<file path="config.mk">
export PLATFORM = sky130hd
export DESIGN_NAME = fft_apb_master_flat
export DESIGN_NICKNAME = d
export VERILOG_FILES = /design/src/rtl/fft_apb_master_if.sv /design/src/rtl/fft_apb_master.sv /design/src/flat_wrapper.sv
export SDC_FILE = /design/constraint.sdc
export NUM_CORES = 1
export LEC_CHECK = 0
export ABC_CLOCK_PERIOD_IN_PS = 12200
export BUFFER_PORTS_ARGS = -buffer_cell sky130_fd_sc_hd__clkbuf_2
export CAP_MARGIN = 10
export CORE_MARGIN = 5
export CORE_UTILIZATION = 55
export DETAILED_ROUTE_END_ITERATION = 12
export GPL_ROUTABILITY_DRIVEN = 0
export PLACE_DENSITY = 0.79
export SLEW_MARGIN = 15
export SYNTH_ARGS = -nofsm -noshare
export SYNTH_HDL_FRONTEND = slang
export SYNTH_SLANG_ARGS = --single-unit
</file>
<file path="constraint.sdc">
create_clock -name clk_i -period 12.2 [get_ports clk_i]
set_input_delay 0.61 -clock clk_i [delete_from_list [all_inputs] [get_ports clk_i]]
set_output_delay 0.61 -clock clk_i [all_outputs]
set_load 0.02 [all_outputs]
</file>
<file path="src/rtl/fft_apb_master_if.sv">
// rtl/fft_apb_master_if.sv - command, APB and response signal bundle for fft_apb_master
interface fft_apb_master_if #(
    parameter int APB_ADDR_WIDTH = 16
);
    logic                      cmd_valid_i;
    logic                      cmd_ready_o;
    logic                      cmd_write_i;
    logic                      cmd_poll_i;
    logic [APB_ADDR_WIDTH-1:0] cmd_addr_i;
    logic [31:0]               cmd_wdata_i;
    logic [31:0]               cmd_mask_i;

    logic                      psel_o;
    logic                      penable_o;
    logic                      pwrite_o;
    logic [APB_ADDR_WIDTH-1:0] paddr_o;
    logic [31:0]               pwdata_o;
    logic [31:0]               prdata_i;
    logic                      pready_i;

    logic                      rsp_valid_o;
    logic [31:0]               rsp_rdata_o;
    logic                      rsp_error_o;
    logic                      busy_o;

    modport master (
        input  cmd_valid_i, cmd_write_i, cmd_poll_i, cmd_addr_i, cmd_wdata_i, cmd_mask_i,
        input  prdata_i, pready_i,
        output cmd_ready_o, psel_o, penable_o, pwrite_o, paddr_o, pwdata_o,
        output rsp_valid_o, rsp_rdata_o, rsp_error_o, busy_o
    );

    modport slave (
        output cmd_valid_i, cmd_write_i, cmd_poll_i, cmd_addr_i, cmd_wdata_i, cmd_mask_i,
        output prdata_i, pready_i,
        input  cmd_ready_o, psel_o, penable_o, pwrite_o, paddr_o, pwdata_o,
        input  rsp_valid_o, rsp_rdata_o, rsp_error_o, busy_o
    );
endinterface

</file>
<file path="src/rtl/fft_apb_master.sv">
// rtl/fft_apb_master.sv - APB master running single write/read or masked read-poll commands
module fft_apb_master #(
    parameter int APB_ADDR_WIDTH = 16,
    parameter int TIMEOUT_CYCLES = 255,
    parameter int POLL_MAX       = 1024,
    parameter int POLL_GAP       = 4
) (
    input  logic              clk_i,
    input  logic              reset_i,
    fft_apb_master_if.master  bus
);
    typedef enum logic [2:0] {S_IDLE, S_SETUP, S_ACCESS, S_GAP, S_RESP} state_t;

    localparam logic [15:0] TIMEOUT_LIM = 16'(TIMEOUT_CYCLES);
    localparam logic [15:0] POLL_LIM    = 16'(POLL_MAX);
    // A zero gap still costs one idle cycle between poll reads.
    localparam logic [15:0] GAP_LIM     = (POLL_GAP == 0) ? 16'd1 : 16'(POLL_GAP);

    state_t                    state_q, state_d;
    logic                      poll_q, poll_d;
    logic                      pwrite_q, pwrite_d;
    logic [APB_ADDR_WIDTH-1:0] paddr_q, paddr_d;
    logic [31:0]               pwdata_q, pwdata_d;
    logic [31:0]               mask_q, mask_d;
    logic [15:0]               wait_cnt_q, wait_cnt_d;
    logic [15:0]               poll_cnt_q, poll_cnt_d;
    logic [15:0]               gap_cnt_q, gap_cnt_d;
    logic                      psel_q, psel_d;
    logic                      penable_q, penable_d;
    logic                      cmd_ready_q, cmd_ready_d;
    logic                      rsp_valid_q, rsp_valid_d;
    logic                      rsp_error_q, rsp_error_d;
    logic                      busy_q, busy_d;
    logic [31:0]               rsp_rdata_q, rsp_rdata_d;

    logic [15:0] wait_inc, poll_inc, gap_inc;
    logic        poll_match;

    assign wait_inc   = (wait_cnt_q == 16'hFFFF) ? wait_cnt_q : wait_cnt_q + 16'd1;
    assign poll_inc   = (poll_cnt_q == 16'hFFFF) ? poll_cnt_q : poll_cnt_q + 16'd1;
    assign gap_inc    = (gap_cnt_q  == 16'hFFFF) ? gap_cnt_q  : gap_cnt_q  + 16'd1;
    assign poll_match = ((bus.prdata_i ^ pwdata_q) & mask_q) == 32'd0;

    always_comb begin
        state_d     = state_q;
        poll_d      = poll_q;
        pwrite_d    = pwrite_q;
        paddr_d     = paddr_q;
        pwdata_d    = pwdata_q;
        mask_d      = mask_q;
        wait_cnt_d  = wait_cnt_q;
        poll_cnt_d  = poll_cnt_q;
        gap_cnt_d   = gap_cnt_q;
        rsp_error_d = rsp_error_q;
        rsp_rdata_d = rsp_rdata_q;

        case (state_q)
            S_IDLE: begin
                if (bus.cmd_valid_i) begin
                    poll_d     = bus.cmd_poll_i;
                    pwrite_d   = bus.cmd_write_i & ~bus.cmd_poll_i;
                    paddr_d    = bus.cmd_addr_i;
                    pwdata_d   = bus.cmd_wdata_i;
                    mask_d     = bus.cmd_mask_i;
                    poll_cnt_d = 16'd0;
                    state_d    = S_SETUP;
                end
            end
            S_SETUP: begin
                wait_cnt_d = 16'd0;
                state_d    = S_ACCESS;
            end
            S_ACCESS: begin
                // pready wins over a timeout landing in the same cycle.
                if (bus.pready_i) begin
                    if (!pwrite_q) begin
                        rsp_rdata_d = bus.prdata_i;
                    end
                    if (!poll_q || poll_match) begin
                        rsp_error_d = 1'b0;
                        state_d     = S_RESP;
                    end else begin
                        poll_cnt_d = poll_inc;
                        if (poll_inc >= POLL_LIM) begin
                            rsp_error_d = 1'b1;
                            state_d     = S_RESP;
                        end else begin
                            gap_cnt_d = 16'd0;
                            state_d   = S_GAP;
                        end
                    end
                end else begin
                    wait_cnt_d = wait_inc;
                    if (wait_inc >= TIMEOUT_LIM) begin
                        rsp_error_d = 1'b1;
                        state_d     = S_RESP;
                    end
                end
            end
            S_GAP: begin
                gap_cnt_d = gap_inc;
                if (gap_inc >= GAP_LIM) begin
                    state_d = S_SETUP;
                end
            end
            S_RESP: begin
                state_d = S_IDLE;
            end
            default: begin
                state_d = S_IDLE;
            end
        endcase

        psel_d      = (state_d == S_SETUP) || (state_d == S_ACCESS);
        penable_d   = (state_d == S_ACCESS);
        rsp_valid_d = (state_d == S_RESP);
        busy_d      = (state_d != S_IDLE);
        cmd_ready_d = (state_d == S_IDLE);
    end

    always_ff @(posedge clk_i or posedge reset_i) begin
        if (reset_i) begin
            state_q     <= S_IDLE;
            poll_q      <= 1'b0;
            pwrite_q    <= 1'b0;
            paddr_q     <= '0;
            pwdata_q    <= 32'd0;
            mask_q      <= 32'd0;
            wait_cnt_q  <= 16'd0;
            poll_cnt_q  <= 16'd0;
            gap_cnt_q   <= 16'd0;
            psel_q      <= 1'b0;
            penable_q   <= 1'b0;
            cmd_ready_q <= 1'b1;
            rsp_valid_q <= 1'b0;
            rsp_error_q <= 1'b0;
            busy_q      <= 1'b0;
            rsp_rdata_q <= 32'd0;
        end else begin
            state_q     <= state_d;
            poll_q      <= poll_d;
            pwrite_q    <= pwrite_d;
            paddr_q     <= paddr_d;
            pwdata_q    <= pwdata_d;
            mask_q      <= mask_d;
            wait_cnt_q  <= wait_cnt_d;
            poll_cnt_q  <= poll_cnt_d;
            gap_cnt_q   <= gap_cnt_d;
            psel_q      <= psel_d;
            penable_q   <= penable_d;
            cmd_ready_q <= cmd_ready_d;
            rsp_valid_q <= rsp_valid_d;
            rsp_error_q <= rsp_error_d;
            busy_q      <= busy_d;
            rsp_rdata_q <= rsp_rdata_d;
        end
    end

    assign bus.cmd_ready_o = cmd_ready_q;
    assign bus.psel_o      = psel_q;
    assign bus.penable_o   = penable_q;
    assign bus.pwrite_o    = pwrite_q;
    assign bus.paddr_o     = paddr_q;
    assign bus.pwdata_o    = pwdata_q;
    assign bus.rsp_valid_o = rsp_valid_q;
    assign bus.rsp_error_o = rsp_error_q;
    assign bus.rsp_rdata_o = rsp_rdata_q;
    assign bus.busy_o      = busy_q;
endmodule

</file>
<file path="src/flat_wrapper.sv">
// flat-port wrapper written by rule: the top's interface ports become plain ports
module fft_apb_master_flat 
#(
    parameter int APB_ADDR_WIDTH = 16,
    parameter int TIMEOUT_CYCLES = 255,
    parameter int POLL_MAX       = 1024,
    parameter int POLL_GAP       = 4
)
  (clk_i, reset_i, bus_cmd_valid_i, bus_cmd_write_i, bus_cmd_poll_i, bus_cmd_addr_i, bus_cmd_wdata_i, bus_cmd_mask_i, bus_prdata_i, bus_pready_i, bus_cmd_ready_o, bus_psel_o, bus_penable_o, bus_pwrite_o, bus_paddr_o, bus_pwdata_o, bus_rsp_valid_o, bus_rsp_rdata_o, bus_rsp_error_o, bus_busy_o);
  fft_apb_master_if #(.APB_ADDR_WIDTH(APB_ADDR_WIDTH)) bus_i ();
  input  logic clk_i;
  input  logic reset_i;
  input wire logic [$bits(bus_i.cmd_valid_i)-1:0] bus_cmd_valid_i;
  input wire logic [$bits(bus_i.cmd_write_i)-1:0] bus_cmd_write_i;
  input wire logic [$bits(bus_i.cmd_poll_i)-1:0] bus_cmd_poll_i;
  input wire logic [$bits(bus_i.cmd_addr_i)-1:0] bus_cmd_addr_i;
  input wire logic [$bits(bus_i.cmd_wdata_i)-1:0] bus_cmd_wdata_i;
  input wire logic [$bits(bus_i.cmd_mask_i)-1:0] bus_cmd_mask_i;
  input wire logic [$bits(bus_i.prdata_i)-1:0] bus_prdata_i;
  input wire logic [$bits(bus_i.pready_i)-1:0] bus_pready_i;
  output wire logic [$bits(bus_i.cmd_ready_o)-1:0] bus_cmd_ready_o;
  output wire logic [$bits(bus_i.psel_o)-1:0] bus_psel_o;
  output wire logic [$bits(bus_i.penable_o)-1:0] bus_penable_o;
  output wire logic [$bits(bus_i.pwrite_o)-1:0] bus_pwrite_o;
  output wire logic [$bits(bus_i.paddr_o)-1:0] bus_paddr_o;
  output wire logic [$bits(bus_i.pwdata_o)-1:0] bus_pwdata_o;
  output wire logic [$bits(bus_i.rsp_valid_o)-1:0] bus_rsp_valid_o;
  output wire logic [$bits(bus_i.rsp_rdata_o)-1:0] bus_rsp_rdata_o;
  output wire logic [$bits(bus_i.rsp_error_o)-1:0] bus_rsp_error_o;
  output wire logic [$bits(bus_i.busy_o)-1:0] bus_busy_o;
  assign bus_i.cmd_valid_i = bus_cmd_valid_i;
  assign bus_i.cmd_write_i = bus_cmd_write_i;
  assign bus_i.cmd_poll_i = bus_cmd_poll_i;
  assign bus_i.cmd_addr_i = bus_cmd_addr_i;
  assign bus_i.cmd_wdata_i = bus_cmd_wdata_i;
  assign bus_i.cmd_mask_i = bus_cmd_mask_i;
  assign bus_i.prdata_i = bus_prdata_i;
  assign bus_i.pready_i = bus_pready_i;
  assign bus_cmd_ready_o = bus_i.cmd_ready_o;
  assign bus_psel_o = bus_i.psel_o;
  assign bus_penable_o = bus_i.penable_o;
  assign bus_pwrite_o = bus_i.pwrite_o;
  assign bus_paddr_o = bus_i.paddr_o;
  assign bus_pwdata_o = bus_i.pwdata_o;
  assign bus_rsp_valid_o = bus_i.rsp_valid_o;
  assign bus_rsp_rdata_o = bus_i.rsp_rdata_o;
  assign bus_rsp_error_o = bus_i.rsp_error_o;
  assign bus_busy_o = bus_i.busy_o;
  fft_apb_master #(.APB_ADDR_WIDTH(APB_ADDR_WIDTH), .TIMEOUT_CYCLES(TIMEOUT_CYCLES), .POLL_MAX(POLL_MAX), .POLL_GAP(POLL_GAP)) u_core (.clk_i(clk_i), .reset_i(reset_i), .bus(bus_i));
endmodule
</file>
# --- After elaboration in Yosys (flattened, before gate mapping) ---
# Cells that the tools add are included.
totals:
  ff_bits: 171
  wordCells: 83
  input_bits: 118
  output_inout_bits: 87
classes:
  bitwise_logic: 5
  magnitude_cmp: 3
  n_reduce_logical: 17
  eq_ne: 15
  add_sub_neg: 3
  n_mux: 24
op_table:
  columns: ["cell", "count"]
  rows:
  - ["$mux W16", 10]
  - ["$pmux W16 S2", 3]
  - ["$add A16 B1 Y16 const B", 3]
  - ["$eq A16 B16 Y1 const B", 3]
  - ["$and A32 B32 Y32", 1]
  - ["$logic_not A32 Y1", 1]
  - ["$xor A32 B32 Y32", 1]
  - ["$mux W3", 6]
  - ["$ge A16 B11 Y1 const B", 1]
  - ["$ge A16 B3 Y1 const B", 1]
  - ["$ge A16 B8 Y1 const B", 1]
  - ["$pmux W3 S4", 1]
  - ["$ne A2 B2 Y1 const B", 5]
  - ["$eq A3 B2 Y1 const B", 3]
  - ["$reduce_and A4 Y1", 2]
  - ["$reduce_bool A2 Y1", 4]
  - ["$eq A3 B1 Y1 const B", 2]
  - ["$logic_not A3 Y1", 2]
  - ["$reduce_and A3 Y1", 2]
  - ["$mux W1", 4]
  - ["$reduce_and A2 Y1", 2]
  - ["$eq A3 B3 Y1 const B", 1]
  - ["$ne A3 B1 Y1 const B", 1]
  - ["$reduce_bool A3 Y1", 1]
  - ["4 further kinds", 6]

# --- Depth between registers and ports, before layout ---
# Gate-level depths: netlist of the first run.
depth:
  word_depth: 9
  ltp_mapped: 11
  ltp_nobuf: 9

# --- Worst setup path before layout of the first run ---
# OpenSTA, ideal clock, no wires.
synth_timing:
  path_type: "register to register"
  start: "register u_core.wait_cnt_q[0]"
  end: "register u_core.psel_q, in the netlist u_core.bus.psel_o"
  period_less_slack_ps: 2619
  arrival_ps: 2499
  path_stages_with_launch: 10
  setup_slack_ps: 9581
  setup_ps: 120
  required_time_ps: 12080
  path_buffers: 1
  path_cell_list: "dfrtp_1 ha_1 nand2_1 nor4_4 and2_1 buf_6 o221ai_2 or4_1 a32o_2 a31o_1"
synth_via:
  elab_chain_cells: 8
  word_cells_on_any_way: 10
  cone_classes: "add/sub: 1; order compare: 1; eq/ne: 3; mux: 4; reduce/logical: 1"
synth_lines:
  columns: ["element", "line_no", "text"]
  rows:
  - ["start, declared", "fft_apb_master.sv:25", "logic [15:0] wait_cnt_q, wait_cnt_d;"]
  - ["start signal, assigned", "fft_apb_master.sv:146", "wait_cnt_q <= wait_cnt_d;"]
  - ["$add A16 B1 Y16 or $eq A16 B16 Y1 (tied branches)", "fft_apb_master.sv:39", "assign wait_inc = (wait_cnt_q == 16'hFFFF) ? wait_cnt_q : wait_cnt_q + 16'd1;"]
  - ["$mux W16 *", "fft_apb_master.sv:39", null]
  - ["$ge A16 B8 Y1 *", "fft_apb_master.sv:94", "if (wait_inc >= TIMEOUT_LIM) begin"]
  - ["$mux W3 *", "fft_apb_master.sv:94", null]
  - ["$mux W3 *", "fft_apb_master.sv:75", "if (bus.pready_i) begin"]
  - ["$pmux W3 S4 *", "fft_apb_master.sv:57", "case (state_q)"]
  - ["$eq A3 B1 Y1 or $eq A3 B2 Y1 (tied branches)", "fft_apb_master.sv:114", "psel_d = (state_d == S_SETUP) || (state_d == S_ACCESS);"]
  - ["$logic_or A1 B1 Y1 *", "fft_apb_master.sv:114", null]
  - ["via u_core.psel_d", "fft_apb_master.sv:28", "logic psel_q, psel_d;"]
  - ["end signal, assigned", "fft_apb_master.sv:149", "psel_q <= psel_d;"]
  - ["end, declared", "fft_apb_master.sv:28", null]
# Mark *: on every way through the listed nets, which the timed path passes. The rest lies on a longest branch.
# A chain may end at the register's enable or synchronous reset.

# --- Final worst setup path of the first run ---
layout_timing:
  start: "register u_core.pwdata_q[18], in the netlist u_core.bus.pwdata_o[18]"
  end: "register u_core.poll_cnt_q[1]"
layout_via:
  elab_chain_cells: 6
layout_lines:
  columns: ["element", "line_no", "text"]
  rows:
  - ["start, declared", "fft_apb_master.sv:23", "logic [31:0] pwdata_q, pwdata_d;"]
  - ["start signal, assigned", "fft_apb_master.sv:144", "pwdata_q <= pwdata_d;"]
  - ["$xor A32 B32 Y32", "fft_apb_master.sv:42", "assign poll_match = ((bus.prdata_i ^ pwdata_q) & mask_q) == 32'd0;"]
  - ["$and A32 B32 Y32", "fft_apb_master.sv:42", null]
  - ["$logic_not A32 Y1", "fft_apb_master.sv:42", null]
  - ["$logic_or A1 B1 Y1", "fft_apb_master.sv:79", "if (!poll_q || poll_match) begin"]
  - ["$ne A2 B2 Y1 (no line)", null, null]
  - ["$reduce_and A4 Y1 (no line)", null, null]
  - ["end signal, assigned", "fft_apb_master.sv:147", "poll_cnt_q <= poll_cnt_d;"]
  - ["end, declared", "fft_apb_master.sv:26", "logic [15:0] poll_cnt_q, poll_cnt_d;"]
# No other way between the ends.

==> reports/metrics.cfg, run 1 <==
[drt]
drtIter0Drc=701
vias_per_cell=5.65
postRouteAntennaNets=0
first_pass_iters=5
wl_microns=22100
post_drt_wl_per_cell_microns=17.2
drc=0
vias=7255

[synth]
syn_inst=905
syn-num-nets=1026
yosysUniqueCellTypes=70
yosys_most_used_dff=dfrtp_1
avgSynthCellArea_sq_um=9.23
ys_seq_area_share_pct=51.3
synth_edf_count=0
synthArstFlopShare_pct=100
yosysWarnings=0
synth_area_sq_um=8350
synth-seq-cells=171

[timing]
slew_violations=0
fin_crit_sh_pct=25.4
layout_setup_ws_ns=9.10
finalSetupTns_ns=0
tightest_slew_ns=1.09
rsz0062_at_grt=false
skew_ns=0.00873
min_period_ns=3.10
slew_headroom_pct=27.4
max_clock_freq_ghz=0.323
hold_viol=0
setup_violations=0

[global_routing]
grt_pass1_vias=7294
grt_pass1_wl_microns=36600
grt_use_total_pct=25.6
antenna_found_initial=0
grt_overflow_total=0
grt_max_degree=111

[final_layout]
ff_latch_area_sq_um=4280
nNetsFinal=1203
mostFrequentLayoutCells=nand2_1 (286), clkbuf_2 (204), dfrtp_1 (170)
syn_to_final_growth_pct=20.5
fillers=1235
final_common_cell=nand2_1
multi_input_area_sq_um=3850
drive_above_1_share_pct=27.2
n_antenna_cell=0

[clock_tree]
cts_tree=done
clockBufferDepth=2
cts_htree_levels=4
cts.clk_slew.worst_paths_ns=0.06
numCtsBuffers=17
cts.repair.resized=0
post_cts_buffers=0
cts.sinks=171
cts_hold_buffers=0
clk-insertion-delay-late_ns=0.43
cts_root_buffer=clkbuf_16

[setup_path]
crit_type=reg -> reg
required_ns=12.47
rrSetupSlack_ns=9.10
crit_fanout=14
r2r.worst_path.cells=9
rr_startpoint=u_core.bus.pwdata_o[18]
critPathLaunchType=flip-flop
worstPathArrival_ns=3.37
setup.worst_path.end_class=flip-flop
reg2reg_to=u_core.poll_cnt_q[1]

[floorplanning]
rows=45
die_area_sq_um=17700
start_util_pct=55.5
die-width_microns=133
core_sq_um=15000
die_h_microns=133
io_pins=205

[place]
dpl.hpwl_microns=15500
place_ws_ns=8.79
portBuffers=204

[pwr]
leakagePower_uw=0.00500
max-vdd-ir-drop_v=0.000157
total_power_uw=2460
powerDensity_nw_per_um2=245

[worst_hold_path]
hold_path_class=in -> async

[outcome]
status=completed

[run]
cap_violations=0

flip-flops by register name (all words and copies together), names as in the netlist:
signal	flops
u_core.bus.busy_o	1
u_core.bus.penable_o	1
u_core.bus.pwdata_o	32
u_core.bus.rsp_rdata_o	32
u_core.bus.cmd_ready_o	1
u_core.state_q	3
u_core.poll_q	1
u_core.mask_q	32
u_core.bus.pwrite_o	1
u_core.bus.rsp_error_o	1
u_core.bus.psel_o	1
u_core.bus.rsp_valid_o	1
u_core.poll_cnt_q	16
u_core.gap_cnt_q	16
u_core.bus.paddr_o	16
u_core.wait_cnt_q	16
area by class of cell:
class / count / area share, %
inverter: 6 / 0.274
clock buffer: 20 / 4.54
timing repair buffer: 207 / 10.4
tap: 188 / 2.34
sequential: 171 / 42.5
clock inverter: 12 / 1.62
multi-input combinational: 679 / 38.3
cells in the mapped netlist (3+ instances only):
cell,n,area share [%]
buf_1,3,0.13
nor2_1,45,2.0
a31o_2,3,0.31
and4_1,10,1.0
a22oi_1,17,1.5
a31oi_1,6,0.45
a211oi_1,3,0.27
o31ai_1,9,0.81
or3_1,7,0.52
nand3_1,28,1.7
or3_2,4,0.36
xnor2_1,9,0.94
a21oi_1,23,1.4
nand2_1,286,13
nor4_1,5,0.37
clkbuf_1,40,1.8
nor3b_1,4,0.36
ha_1,3,0.45
nand4_1,20,1.5
dfrtp_1,170,51
o211ai_1,5,0.45
inv_1,6,0.27
nand2b_1,5,0.37
o21ai_0,40,2.4
mux2_2,33,4.5
or4_1,6,0.54
nor3_1,14,0.84
and2_1,7,0.52
and3_1,3,0.22
xor2_1,36,3.8
mux2i_1,5,0.60
worst max-delay path, cell delays in order, from the launching register on:
cell and delay, ns:
dfrtp_1 0.46, xor2_1 0.19, a22oi_1 0.27, nand4_1 0.15, nor4_1 0.58, nor3b_1 0.12, buf_4 0.20, o21ai_1 0.66
mux2i_1 0.26, nor2_1 0.06
kinds of logic after synthesis:
family | share of synthesized area (%)
AND/OR/NAND/NOR | 25.2
flip-flops | 51.3
AO/OA/AOI/OAI | 10.4
buffers and inverters | 2.88
XOR/XNOR | 4.72
multiplexers | 5.05
adder cells (fa/ha/maj) | 0.450
per-layer routing:
| metal | share of wire [%] | track usage [%] |
|---|---|---|
| met1 | 41 | 33.3 |
| met2 | 48 | 40.3 |
| met3 | 8.1 | 8.08 |
| met4 | 3.0 | 10.0 |
| met5 | 0 | 0 |
through the flow:
stage,instance area [sq um],hold slack (ns),util [%],instances
global placement,9440,0.457,62.8,1251
CTS,10100,0.355,66.9,1283
floorplan,8350,0.446,-,905
detailed placement,9440,0.463,62.8,1251
global route,10100,0.354,66.9,1283
finish,10100,0.367,66.9,1283
report_power, final:
part / total, uW / leakage, uW / switching (uW) / internal (uW)
Combinational: 914 / 0.00255 / 575 / 339
Sequential: 986 / 0.00216 / 196 / 790
Clock: 565 / 0.000286 / 229 / 335
worst max path at each step:
stage | start | end | slack [ns] | depth (start not counted)
floorplan | reset_i | u_core.bus.busy_o | 6.96 | 1
global placement | bus_prdata_i[10] | u_core.poll_cnt_q[1] | 8.84 | 10
detailed placement | bus_prdata_i[10] | u_core.poll_cnt_q[1] | 8.79 | 10
CTS | u_core.bus.pwdata_o[18] | u_core.poll_cnt_q[1] | 9.04 | 9
global route | u_core.bus.pwdata_o[18] | u_core.poll_cnt_q[1] | 8.80 | 9
finish | u_core.bus.pwdata_o[18] | u_core.poll_cnt_q[1] | 9.10 | 9
Power figures use the tool's default switching activity.
==> run 2: changes to the inputs <==
- ABC_AREA: not set -> 1
- ABC_CLOCK_PERIOD_IN_PS: 12200 -> 2900
- CORE_UTILIZATION: 55 -> 54
- PLACE_DENSITY: 0.79 -> 0.77
- clock period: 12.2 -> 2.9 ns (I/O delays scaled with it)
==> run 2 against run 1 <==
  * Critical path depth rose by 5
  * Core utilization is 6.7 points higher
  * Combinational power grew to 4.6 times the previous value
  * Critical endpoint is now u_core.poll_cnt_q[6]
  * Register-to-register slack got worse by 8.8 ns
  * Sequential power rose to 4.0 times the previous value
  * Final area grew 16%
  * Clock power rose to 4.2 times the previous value
  * Non-clock buffer count is 119 higher
==> reports/metrics.cfg, run 2 <==
[worst_hold_path]
hold_path_class=in -> reg

[final_layout]
mostFrequentLayoutCells=nand2_1 (439), clkbuf_2 (204), dfrtp_1 (170)
drive_above_1_share_pct=20.4
final_cell_area_sq_um=11700
nNetsFinal=1590
syn_to_final_growth_pct=34.6
final_common_cell=nand2_1
fillers=1154

[clock_tree]
cts.clk_slew.worst_paths_ns=0.07
clk-insertion-delay-late_ns=0.44
cts_tree=done
cts_htree_levels=4
clockBufferDepth=2
cts_root_buffer=clkbuf_16
post_cts_buffers=0
cts.sinks=171
numCtsBuffers=17

[drt]
first_pass_iters=5
drtIter0Drc=661
drc=0
vias=9215
wl_microns=28200
postRouteAntennaNets=0
post_drt_wl_per_cell_microns=16.6
vias_per_cell=5.42

[setup_path]
crit_top_cell=nand2_1
max_stage_delay_ns=0.43
worstPathArrival_ns=2.89
slowest_stage=dfrtp_1
setup.worst_path.end_class=flip-flop
crit_chain=inv_1, nand2_1, nand3_1, nand2_1, nor2_1, nand2_1, nor2_1, nand2_1, nand2_1, inv_2, nand3_1, nand2_1, inv_1, o21ai_0
required_ns=3.21
crit_type=reg -> reg
crit_fanout=24
critPathLaunchType=flip-flop

[pwr]
total_power_uw=10600
max-vdd-ir-drop_v=0.000568
powerDensity_nw_per_um2=907
leakagePower_uw=0.00617

[timing]
slew_headroom_pct=56.7
max_clock_freq_ghz=0.387
fin_crit_sh_pct=89.1
skew_ns=0.0154
finalSetupTns_ns=0
rsz0062_at_grt=false
min_period_ns=2.58
tightest_slew_ns=0.648
setup_violations=0
slew_violations=0
hold_viol=0
whs_ns=0.100
layout_setup_ws_ns=0.315

[synth]
syn-num-nets=1277
syn_inst=1156
synthArstFlopShare_pct=100
synth_area_sq_um=8660
synth.top_cells.by_count=nand2_1 (439), dfrtp_1 (170), inv_1 (125)
avgSynthCellArea_sq_um=7.49
ys_seq_area_share_pct=49.4
synth_edf_count=0
synth_top_area_share_pct=49.1
synth_area_leaders=dfrtp_1 (49%), nand2_1 (19%), nand3_1 (5.8%)
yosysTopAreaCell=dfrtp_1
yosysUniqueCellTypes=36
yosys_most_used_dff=dfrtp_1
yosysWarnings=0
synth-seq-cells=171
post-synth-top-count-cell=nand2_1

[run]
cap_violations=0

[floorplanning]
io_pins=205
die_h_microns=137
core_sq_um=15800
die-width_microns=137
start_util_pct=54.7
die_area_sq_um=18700
rows=46

[place]
dpl-instance-area_sq_um=9890
place_ws_ns=0.517
dpl.hpwl_microns=16800
portBuffers=204

[global_routing]
antenna_found_initial=0
grt_pass1_wl_microns=46100
grt_overflow_total=0
grt_use_total_pct=31.4
grt_pass1_vias=9290
grt_max_degree=106

[outcome]
status=completed

[run 2: cell types whose count changed in the layout (fill, tap and decap cells not counted), moves of 17 or more]
cell           delta
nand2_1         +153
a22oi_1          -17
mux2_2           -33
dlygate4sd3_1   +115
inv_1           +118
o21ai_0          +57
nand3_1          +71
nor2_1           +21
xor2_1           -28
[run 2: layer usage]
layer	up-vias	global-route usage [%]	part of all wire, %
met1	4278	37.9	38
met3	125	8.75	9.2
met4	0	17.8	5.3
met2	540	50.5	48
li1	4272	-	-
met5	-	0	0
[run 2: final cells by class]
class,instances,area (sq um),share of cell area [%]
clock inverter,14,175,1.50
sequential,171,4280,36.7
inverter,133,504,4.32
tap,216,270,2.32
clock buffer,18,439,3.77
antenna,2,5.00,0.0429
timing repair buffer,326,2240,19.2
multi-input combinational,820,3750,32.1
[run 2: logic make-up (layout without fill, tap and decap cells)]
family                     count (synthesis)  in the layout  synth area share [%]
and+or+nand+nor                          669            669                  33.1
DFF                                      171            171                  49.4
buffers and inverters                    165            491                  7.45
AOI/OAI and AO/OA                        136            136                  8.36
xor gates and xnor gates                  12             12                  1.21
adders and majority gates                  3              3                 0.433
other                                      0              2                     0
[run 2: path summary, 6_finish.rpt]
| kind | start | endpoint | slack, ns | cells after the start |
|---|---|---|---|---|
| max in group asynchronous | reset_i | u_core.gap_cnt_q[10] | 1.65 | 4 |
| setup / recovery | u_core.bus.pwdata_o[6] | u_core.poll_cnt_q[6] | 0.32 | 14 |
| hold reg to reg | u_core.mask_q[23] | u_core.mask_q[23] | 0.48 | 2 |
| setup reg to reg | u_core.bus.pwdata_o[6] | u_core.poll_cnt_q[6] | 0.32 | 14 |
| hold / removal | bus_cmd_valid_i | u_core.state_q[0] | 0.1 | 3 |
| min in group asynchronous | reset_i | u_core.mask_q[8] | 0.29 | 3 |
[run 2: power breakdown]
part / internal (uW) / total [uW] / switching [uW]
logic: 1320 / 4190 / 2870
clock network: 1330 / 2400 / 1070
registers: 3280 / 3980 / 704
total: 5930 / 10600 / 4640
[run 2: worst max-delay path: cells and delay by family (launching register included)]
family / cells / cell delay (ns)
AO/OA/AOI/OAI: 1 / 0.12
buffers and inverters: 3 / 0.49
flip-flops: 1 / 0.43
AND/OR/NAND/NOR: 10 / 1.40
[run 2: stage by stage]
stage                     util, %  instances
after floorplan                 -       1156
after global placement       62.5       1551
after detailed placement     62.5       1551
after CTS                    73.6       1698
after global routing         73.6       1698
final                        73.7       1700
[run 2: timing repair]
action / in CTS / in global routing
resized for setup: 0 / 0
hold buffers: 115 / 0
hold endpoints to repair: 131 / 0
==> run 3: changes to the inputs <==
- HOLD_SLACK_MARGIN: not set -> 0.15
==> run 3 against run 2 <==
  * Clock skew hardly changed
  * Via count grew 0.56%
  * Count of clock-buffer cells in the layout did not move
  * Clock power barely moved
  * Sequential share of layout area fell by 0.094 points
  * Die area stayed put
  * Flip-flop and latch count stayed put
  * Sequential power is essentially flat
  * Critical path type unchanged
  * Critical endpoint unchanged
  * Largest power group unchanged
  * Highest routed layer unchanged
==> reports/metrics.cfg, run 3 (same netlist as run 2, synthesis figures left out) <==
[pwr]
p_clk_share_pct=22.7
max-vdd-ir-drop_v=0.000567
intPower_uw=5930
p_comb_share_pct=39.6
power_switching_uw=4650
leakagePower_uw=0.00618
pwr-share-seq_pct=37.7
swShare_pct=43.9
powerDensity_nw_per_um2=905

[clock_tree]
cts.sinks=171
cts_tree=done
cts_htree_levels=4
numCtsBuffers=17
clk-insertion-delay-late_ns=0.45
cts.repair.resized=0
cts.clk_slew.worst_paths_ns=0.07
cts_root_buffer=clkbuf_16
clockBufferDepth=2

[floorplanning]
die_h_microns=137
core_sq_um=15800
rows=46
io_pins=205
die-width_microns=137
start_util_pct=54.7
die_area_sq_um=18700

[global_routing]
grt_pass1_vias=9312
top_usage_layer=met2
grt_overflow_total=0
met1_usage_pct=38.1
grt_max_degree=106
antenna_found_initial=0
met2_usage_pct=50.7
grt_util_met3_pct=8.79
grt_pass1_wl_microns=46200
grt_use_total_pct=31.4

[setup_path]
max_stage_delay_ns=0.43
rr_startpoint=u_core.bus.pwdata_o[6]
crit_top_cell=nand2_1
crit_family=simple AND/OR/NAND/NOR gates
r2r.worst_path.cells=14
path_buf_inv=3
crit_type=reg -> reg
worstPathArrival_ns=2.90
reg2reg_to=u_core.poll_cnt_q[6]
crit_chain=inv_1, nand2_1, nand3_1, nand2_1, nor2_1, nand2_1, nor2_1, nand2_1, nand2_1, inv_2, nand3_1, nand2_1, inv_1, o21ai_0
crit_fanout=24
setup.worst_path.end_class=flip-flop
rrSetupSlack_ns=0.31
required_ns=3.21
slowest_stage=dfrtp_1
critPathLaunchType=flip-flop

[timing]
rsz0062_at_grt=false
whs_ns=0.296
hold_viol=0
slew_violations=0
max_clock_freq_ghz=0.386
layout_setup_ws_ns=0.310
fin_crit_sh_pct=89.3
skew_ns=0.0155
min_period_ns=2.59
tightest_slew_ns=0.652
slew_headroom_pct=56.4
setup_violations=0
finalSetupTns_ns=0

[drt]
vias_per_cell=5.44
drtIter0Drc=770
drc=0
wl_microns=28300
vias=9267
postRouteAntennaNets=0
first_pass_iters=6
post_drt_wl_per_cell_microns=16.6

[final_layout]
mostFrequentLayoutCells=nand2_1 (439), clkbuf_2 (204), dfrtp_1 (170)
final_cell_area_sq_um=11700
syn_to_final_growth_pct=34.9
nNetsFinal=1593
utilization_pct=73.8
drive_above_1_share_pct=20.3
final_common_cell=nand2_1

[outcome]
status=completed

[place]
portBuffers=204
place_ws_ns=0.517
dpl.hpwl_microns=16800
dpl-instance-area_sq_um=9890

[run]
cap_violations=0

[worst_hold_path]
hold_path_class=in -> async

## run 3: changes by cell type in the layout (fill, tap and decap cells not counted), sizes merged
cell	change
dlygate4sd3	+3
## run 3: routing by layer
| metal | routed length (microns) | up-vias |
|---|---|---|
| met4 | 1490 | 0 |
| met2 | 13600 | 562 |
| met1 | 10600 | 4299 |
| li1 | - | 4281 |
| met3 | 2640 | 125 |
| met5 | 0 | - |
## run 3: worst max path at each step
stage	from	to	depth (start not counted)
2_1_floorplan	reset_i	u_core.bus.busy_o	1
3_3_place_gp	u_core.bus.pwdata_o[31]	u_core.poll_cnt_q[9]	14
3_5_place_dp	u_core.gap_cnt_q[0]	u_core.bus.psel_o	14
4_1_cts	u_core.bus.pwdata_o[4]	u_core.poll_cnt_q[6]	14
5_1_grt	u_core.bus.pwdata_o[6]	u_core.poll_cnt_q[6]	15
6_report	u_core.bus.pwdata_o[6]	u_core.poll_cnt_q[6]	14
## run 3: worst min-delay path, stage by stage
cell and delay, ns:
dlygate4sd3_1 0.55, clkbuf_2 0.14, clkinvlp_4 0.33
## run 3: layout make-up
cell class,instances,area [sq um]
Sequential cell,171,4280
Clock buffer,18,439
Fill cell,1151,4140
Tap cell,216,270
Multi-Input combinational cell,820,3750
Clock inverter,14,175
Inverter,133,504
Timing Repair Buffer,329,2270
Antenna cell,2,5.00
## run 3: stage by stage
step	cells	power, uW
global route	1701	11200
detailed placement	1551	7800
floorplan	1156	6450
global placement	1551	7720
CTS	1701	10300
finish	1703	10600
## run 3: repair_timing
action,4_1_cts,5_1_grt
setup buffers,0,0
endpoints found under the hold margin,140,0
hold buffers,118,0
## run 3: power by group through the flow
stage,logic [uW],clock network (uW),registers (uW)
global route,4610,2520,4080
finish,4190,2400,3990
CTS,4020,2420,3900
detailed placement,3880,0,3920
floorplan,1960,0,4490
global placement,3800,0,3910
